<file path="src/rtl/mux_pkg.sv">
// Shared sizing helpers and the sideband record that rides alongside data
// through every level of the pipelined selector tree.
package mux_pkg;

    localparam int SB_SEL_W = 32;

    typedef struct packed {
        logic                err;
        logic [SB_SEL_W-1:0] sel_rem;
    } sideband_t;

    function automatic int sel_width(input int n);
        return (n < 2) ? 1 : $clog2(n);
    endfunction

    function automatic int lvl_bits(input int radix);
        return $clog2(radix);
    endfunction

    function automatic int num_stages(input int n, input int radix);
        int lb;
        lb = lvl_bits(radix);
        return (sel_width(n) + lb - 1) / lb;
    endfunction

    // Number of lanes entering stage k; each stage divides by RADIX, rounding up.
    function automatic int stage_fanin(input int n, input int radix, input int k);
        int lanes;
        lanes = n;
        for (int i = 0; i < k; i++) begin
            lanes = (lanes + radix - 1) / radix;
        end
        return lanes;
    endfunction

    function automatic bit is_pow2(input int v);
        return (v > 0) && ((v & (v - 1)) == 0);
    endfunction

endpackage

</file>
<file path="src/rtl/mux_tree_stage.sv">
// One registered RADIX:1 level of the selector tree. Every group of RADIX
// input lanes collapses to one output lane using the low sel bits of the sideband.
module mux_tree_stage
    import mux_pkg::*;
#(
    parameter  int LANES_IN   = 8,
    parameter  int RADIX      = 8,
    parameter  int DATA_WIDTH = 1,
    localparam int LANES_OUT  = (LANES_IN + RADIX - 1) / RADIX
) (
    input  logic                            clk,
    input  logic                            rst,
    input  logic                            up_valid_i,
    input  logic [LANES_IN*DATA_WIDTH-1:0]  up_data_i,
    input  sideband_t                       up_sb_i,
    output logic                            up_ready_o,
    output logic                            dn_valid_o,
    output logic [LANES_OUT*DATA_WIDTH-1:0] dn_data_o,
    output sideband_t                       dn_sb_o,
    input  logic                            dn_ready_i
);

    localparam int LVL_BITS = lvl_bits(RADIX);
    localparam int PAD_W    = LANES_OUT * RADIX * DATA_WIDTH;

    logic                            valid_q;
    logic [LANES_OUT*DATA_WIDTH-1:0] data_q;
    logic [LANES_OUT*DATA_WIDTH-1:0] data_d;
    sideband_t                       sb_q;
    sideband_t                       sb_d;
    logic [PAD_W-1:0]                padded;
    logic [LVL_BITS-1:0]             idx;

    // A stage may accept whenever it is empty or its content leaves this cycle.
    assign up_ready_o = !valid_q || dn_ready_i;

    always_comb begin
        padded = '0;
        padded[LANES_IN*DATA_WIDTH-1:0] = up_data_i;
        idx    = up_sb_i.sel_rem[LVL_BITS-1:0];
        data_d = '0;
        for (int g = 0; g < LANES_OUT; g++) begin
            data_d[g*DATA_WIDTH +: DATA_WIDTH] =
                padded[(g*RADIX + int'(idx))*DATA_WIDTH +: DATA_WIDTH];
        end
        sb_d         = up_sb_i;
        sb_d.sel_rem = up_sb_i.sel_rem >> LVL_BITS;
    end

    always_ff @(posedge clk or posedge rst) begin
        if (rst) begin
            valid_q <= 1'b0;
            data_q  <= '0;
            sb_q    <= '0;
        end else if (up_ready_o) begin
            valid_q <= up_valid_i;
            data_q  <= data_d;
            sb_q    <= sb_d;
        end
    end

    assign dn_valid_o = valid_q;
    assign dn_data_o  = data_q;
    assign dn_sb_o    = sb_q;

endmodule

</file>
<file path="src/rtl/pipelined_mux_tree.sv">
// Pipelined NUM_INPUTS:1 lane selector built from registered RADIX:1 levels,
// with a valid/ready chain that lets bubbles collapse into empty levels.
module pipelined_mux_tree
    import mux_pkg::*;
#(
    parameter  int NUM_INPUTS = 32,
    parameter  int DATA_WIDTH = 1,
    parameter  int RADIX      = 8,
    localparam int SEL_W      = sel_width(NUM_INPUTS)
) (
    input  logic                             clk,
    input  logic                             rst,
    input  logic [NUM_INPUTS*DATA_WIDTH-1:0] in_data,
    input  logic [SEL_W-1:0]                 in_sel,
    input  logic                             in_valid,
    output logic                             in_ready,
    output logic [DATA_WIDTH-1:0]            out_data,
    output logic                             out_sel_err,
    output logic                             out_valid,
    input  logic                             out_ready
);

    localparam int NUM_STAGES = num_stages(NUM_INPUTS, RADIX);
    localparam logic [SEL_W:0] NUM_IN_L = (SEL_W + 1)'(NUM_INPUTS);

    if (RADIX < 2 || !is_pow2(RADIX)) begin : g_bad_radix
        $error("pipelined_mux_tree: RADIX must be a power of 2 and >= 2");
    end
    if (NUM_INPUTS < 2) begin : g_bad_inputs
        $error("pipelined_mux_tree: NUM_INPUTS must be >= 2");
    end
    if (DATA_WIDTH < 1) begin : g_bad_width
        $error("pipelined_mux_tree: DATA_WIDTH must be >= 1");
    end
    if (SEL_W > SB_SEL_W) begin : g_bad_sel
        $error("pipelined_mux_tree: select too wide for sideband");
    end

    sideband_t                        sb0;
    logic [NUM_INPUTS*DATA_WIDTH-1:0] data0;
    logic                             unused_sel_rem;

    // Out-of-range selects are zeroed here so every later level just forwards zeros.
    always_comb begin
        sb0         = '0;
        sb0.err     = {1'b0, in_sel} >= NUM_IN_L;
        sb0.sel_rem = SB_SEL_W'(in_sel);
        data0       = sb0.err ? '0 : in_data;
    end

    for (genvar k = 0; k < NUM_STAGES; k++) begin : g_stage
        localparam int LIN  = stage_fanin(NUM_INPUTS, RADIX, k);
        localparam int LOUT = stage_fanin(NUM_INPUTS, RADIX, k + 1);

        logic                       up_valid;
        logic                       up_ready;
        logic [LIN*DATA_WIDTH-1:0]  up_data;
        sideband_t                  up_sb;
        logic                       dn_valid;
        logic                       dn_ready;
        logic [LOUT*DATA_WIDTH-1:0] dn_data;
        sideband_t                  dn_sb;

        if (k == 0) begin : g_head
            assign up_valid = in_valid;
            assign up_data  = data0;
            assign up_sb    = sb0;
        end else begin : g_link
            assign up_valid = g_stage[k-1].dn_valid;
            assign up_data  = g_stage[k-1].dn_data;
            assign up_sb    = g_stage[k-1].dn_sb;
        end

        if (k == NUM_STAGES - 1) begin : g_tail
            assign dn_ready = out_ready;
        end else begin : g_next
            assign dn_ready = g_stage[k+1].up_ready;
        end

        mux_tree_stage #(
            .LANES_IN   (LIN),
            .RADIX      (RADIX),
            .DATA_WIDTH (DATA_WIDTH)
        ) u_stage (
            .clk        (clk),
            .rst        (rst),
            .up_valid_i (up_valid),
            .up_data_i  (up_data),
            .up_sb_i    (up_sb),
            .up_ready_o (up_ready),
            .dn_valid_o (dn_valid),
            .dn_data_o  (dn_data),
            .dn_sb_o    (dn_sb),
            .dn_ready_i (dn_ready)
        );
    end

    assign in_ready       = g_stage[0].up_ready;
    assign out_valid      = g_stage[NUM_STAGES-1].dn_valid;
    assign out_data       = g_stage[NUM_STAGES-1].dn_data;
    assign out_sel_err    = g_stage[NUM_STAGES-1].dn_sb.err;
    assign unused_sel_rem = ^g_stage[NUM_STAGES-1].dn_sb.sel_rem;

endmodule

</file>
<file path="config.mk">
export PLATFORM = sky130hd
export DESIGN_NAME = pipelined_mux_tree
export DESIGN_NICKNAME = d
export VERILOG_FILES = /design/src/rtl/mux_pkg.sv /design/src/rtl/mux_tree_stage.sv /design/src/rtl/pipelined_mux_tree.sv
export SDC_FILE = /design/constraint.sdc
export NUM_CORES = 1
export LEC_CHECK = 0
export ABC_AREA = 1
export ABC_CLOCK_PERIOD_IN_PS = 1300
export CAP_MARGIN = 20
export CORE_MARGIN = 2
export CORE_UTILIZATION = 37
export DETAILED_ROUTE_END_ITERATION = 6
export PLACE_DENSITY = 0.78
export SLEW_MARGIN = 20
export SYNTH_ARGS = -nofsm -noshare
export SYNTH_HDL_FRONTEND = slang
export SYNTH_SLANG_ARGS = --single-unit
</file>
<file path="constraint.sdc">
create_clock -name clk -period 1.3 [get_ports clk]
set_input_delay 0.13 -clock clk [delete_from_list [all_inputs] [get_ports clk]]
set_output_delay 0.13 -clock clk [all_outputs]
set_load 0.01 [all_outputs]
</file>
==> results <==
## sequential cells by signal, summed over array words and instances, names as in the netlist
signal and cells:
g_stage.u_stage.dn_sb_o 2, g_stage.u_stage.dn_data_o 5, g_stage.u_stage.dn_valid_o 2
## where the power goes
part	internal [W]	switching, W	total, W	leakage [nW]
Clock	0.000119	0.000109	0.000228	0.0150
Sequential	0.000317	0.0000216	0.000339	0.104
Combinational	0.000194	0.000147	0.000341	0.594
## worst max-delay path, cell delays in order (launching register included)
cell and delay, ps:
dfrtp_1 370, inv_1 90, nor2_4 50, nand2_2 60, buf_4 150, inv_1 100, or2_1 220
## metal layers
metal,vias up,GRT usage,share of wire
met1,411,0.216,0.42
met5,-,0,0
met4,0,0.0833,0.014
met3,4,0.0121,0.050
met2,33,0.360,0.52
li1,493,-,-
## timing repair
item	CTS	global route
endpoints found under the setup margin	1	3
buffers inserted	0	0
gates resized for setup	1	5
gates cloned	0	0
pin swaps	0	1
## cell usage after synthesis, types with 2 or more instances
| cell | n |
|---|---|
| nand3_1 | 24 |
| buf_6 | 3 |
| dfrtp_1 | 9 |
| nand2_1 | 51 |
| o21ai_0 | 4 |
| nor2_1 | 2 |
| nand2_2 | 3 |
| inv_1 | 32 |
## worst paths after layout
path / to / depth (start not counted)
setup / recovery: g_stage[0].u_stage.dn_valid_o / 6
hold / removal: g_stage[0].u_stage.dn_valid_o / 2
setup reg to reg: g_stage[0].u_stage.dn_valid_o / 6
hold reg to reg: g_stage[1].u_stage.dn_data_o / 2
max in group asynchronous: g_stage[0].u_stage.dn_data_o[0] / 2
min in group clk: g_stage[0].u_stage.dn_sb_o[1] / 3
## metrics by stage
stage | worst slack (ps) | power (W) | hold WS [ps] | setup TNS, ps
after global routing | 74.9 | 0.000975 | 167 | 0
after CTS | 15.0 | 0.000905 | 128 | 0
after floorplan | 221 | 0.000503 | -42.1 | 0
after detailed placement | -103 | 0.000686 | 412 | -373
final | 138 | 0.000908 | 118 | 0
after global placement | -80.7 | 0.000675 | 403 | -238
## layout make-up
class | count | area share
repair buffers | 47 | 0.371
multi-input cells | 89 | 0.307
flip-flops and latches | 9 | 0.176
inverters | 33 | 0.0990
well taps | 27 | 0.0265
clock buffers | 4 | 0.0206
## cell families after synthesis
family          Yosys count  share of synthesized area
flops                     9                      0.287
other cells               1                    0.00478
simple gates             83                      0.455
buf+inv                  38                      0.220
compound gates            5                     0.0335
==> results_dict.tcl <==
set metrics [dict create \
    status "finished, final reports clean" \
    drive_above_1_share 0.0769 \
    die-area_sq_um 2500 \
    r2r_slack_ps 140 \
    die_x_um 50.0 \
    core_sq_um 1980 \
    finClkSkew_ps 7.57 \
    ios 45 \
    syn-cell-area_sq_um 785 \
    yosysSeqAreaShare 0.287 \
    clock_path_buffers 2 \
    cts.clk_slew.worst_paths_ps 70 \
    maxCapViolCount 0 \
    holdCritPathClass "in -> async" \
    grt_use_total 0.191 \
    cp-start-kind "flip-flop" \
    drt-pass1-iter-count 4 \
    period_needed_ps 1160 \
    post-route-util 0.644 \
    cp_max_fo 9 \
    power.density_nw_per_um2 711 \
    postLayoutCellArea_sq_um 1280 \
    yosysTopAreaCellShare 0.287 \
    fmax_ghz 0.861 \
    ff_latch_area_sq_um 225 \
    nNetsFinal 224 \
    dp.cells 205 \
    ys_top_cells_by_area "dfrtp_1, nand2_1, nand3_1, inv_1, buf_6" \
    async_flop_share 1.00 \
    clkLatencyLatePin_ps 270 \
    antenna_found_initial 0 \
    synth_top_area_cell "dfrtp_1" \
    rsz0062_at_grt "no" \
    dp_hpwl_um 1750 \
    fin_crit_sh 0.894 \
    drt-wirelength-per-cell_um 10.0 \
    avgSynthCellArea_sq_um 5.77 \
    cts_tree "yes" \
    grt_pass1_wl_um 3720 \
    gp_congestion 0.789 \
    cts_hold_buf 0 \
    diodes 0 \
    fillers 175 \
    via_per_inst 4.50 \
    hold_viol_final 0 \
    ys_ff_latch 9 \
    port_buffers 43 \
    ant_nets 0 \
    fin_cells 209 \
    drt-initial-drc-count 37 \
    finalSetupViolations 0 \
    cts_num_sinks 9 \
    required_ps 1460 \
    h-tree-depth 1 \
    multi_input_area_sq_um 392 \
    synth_edf_count 0 \
    layout_commonest_cell "nand2_1" \
    syn_inst 136 \
    drv_slew 0 \
    ir_drop_v 0.000435 \
    rows 16 \
    initial_core_util 0.396 \
    leakage_nw 0.713 \
    crit_start "g_stage[1].u_stage.dn_valid_o" \
    die_h_um 50.0 \
    grt-ovfl-total 0 \
    vias 941 \
    endpoint_kind "flip-flop" \
    yosys_warnings 0 \
    synthFlopType "dfrtp_1" \
    drc 0 \
    syn-num-nets 177 \
    grt_max_degree 17 \
    r2r_start "g_stage[1].u_stage.dn_valid_o" \
    cp.arrival_ps 1320 \
    cts-root-buf "clkbuf_4" \
    final_cell_mix "nand2_1, clkdlybuf4s50_1, inv_1" \
    area_growth_pct 62.7 \
    ys_types 16 \
    numCtsBuffers 3 \
    post_dp_cell_area_sq_um 1240 \
    path_class "reg -> reg" \
    postRouteWirelength_um 2100 \
    grt_pass1_vias 964 \
]
Note: power is estimated with default switching activity, not from simulation.
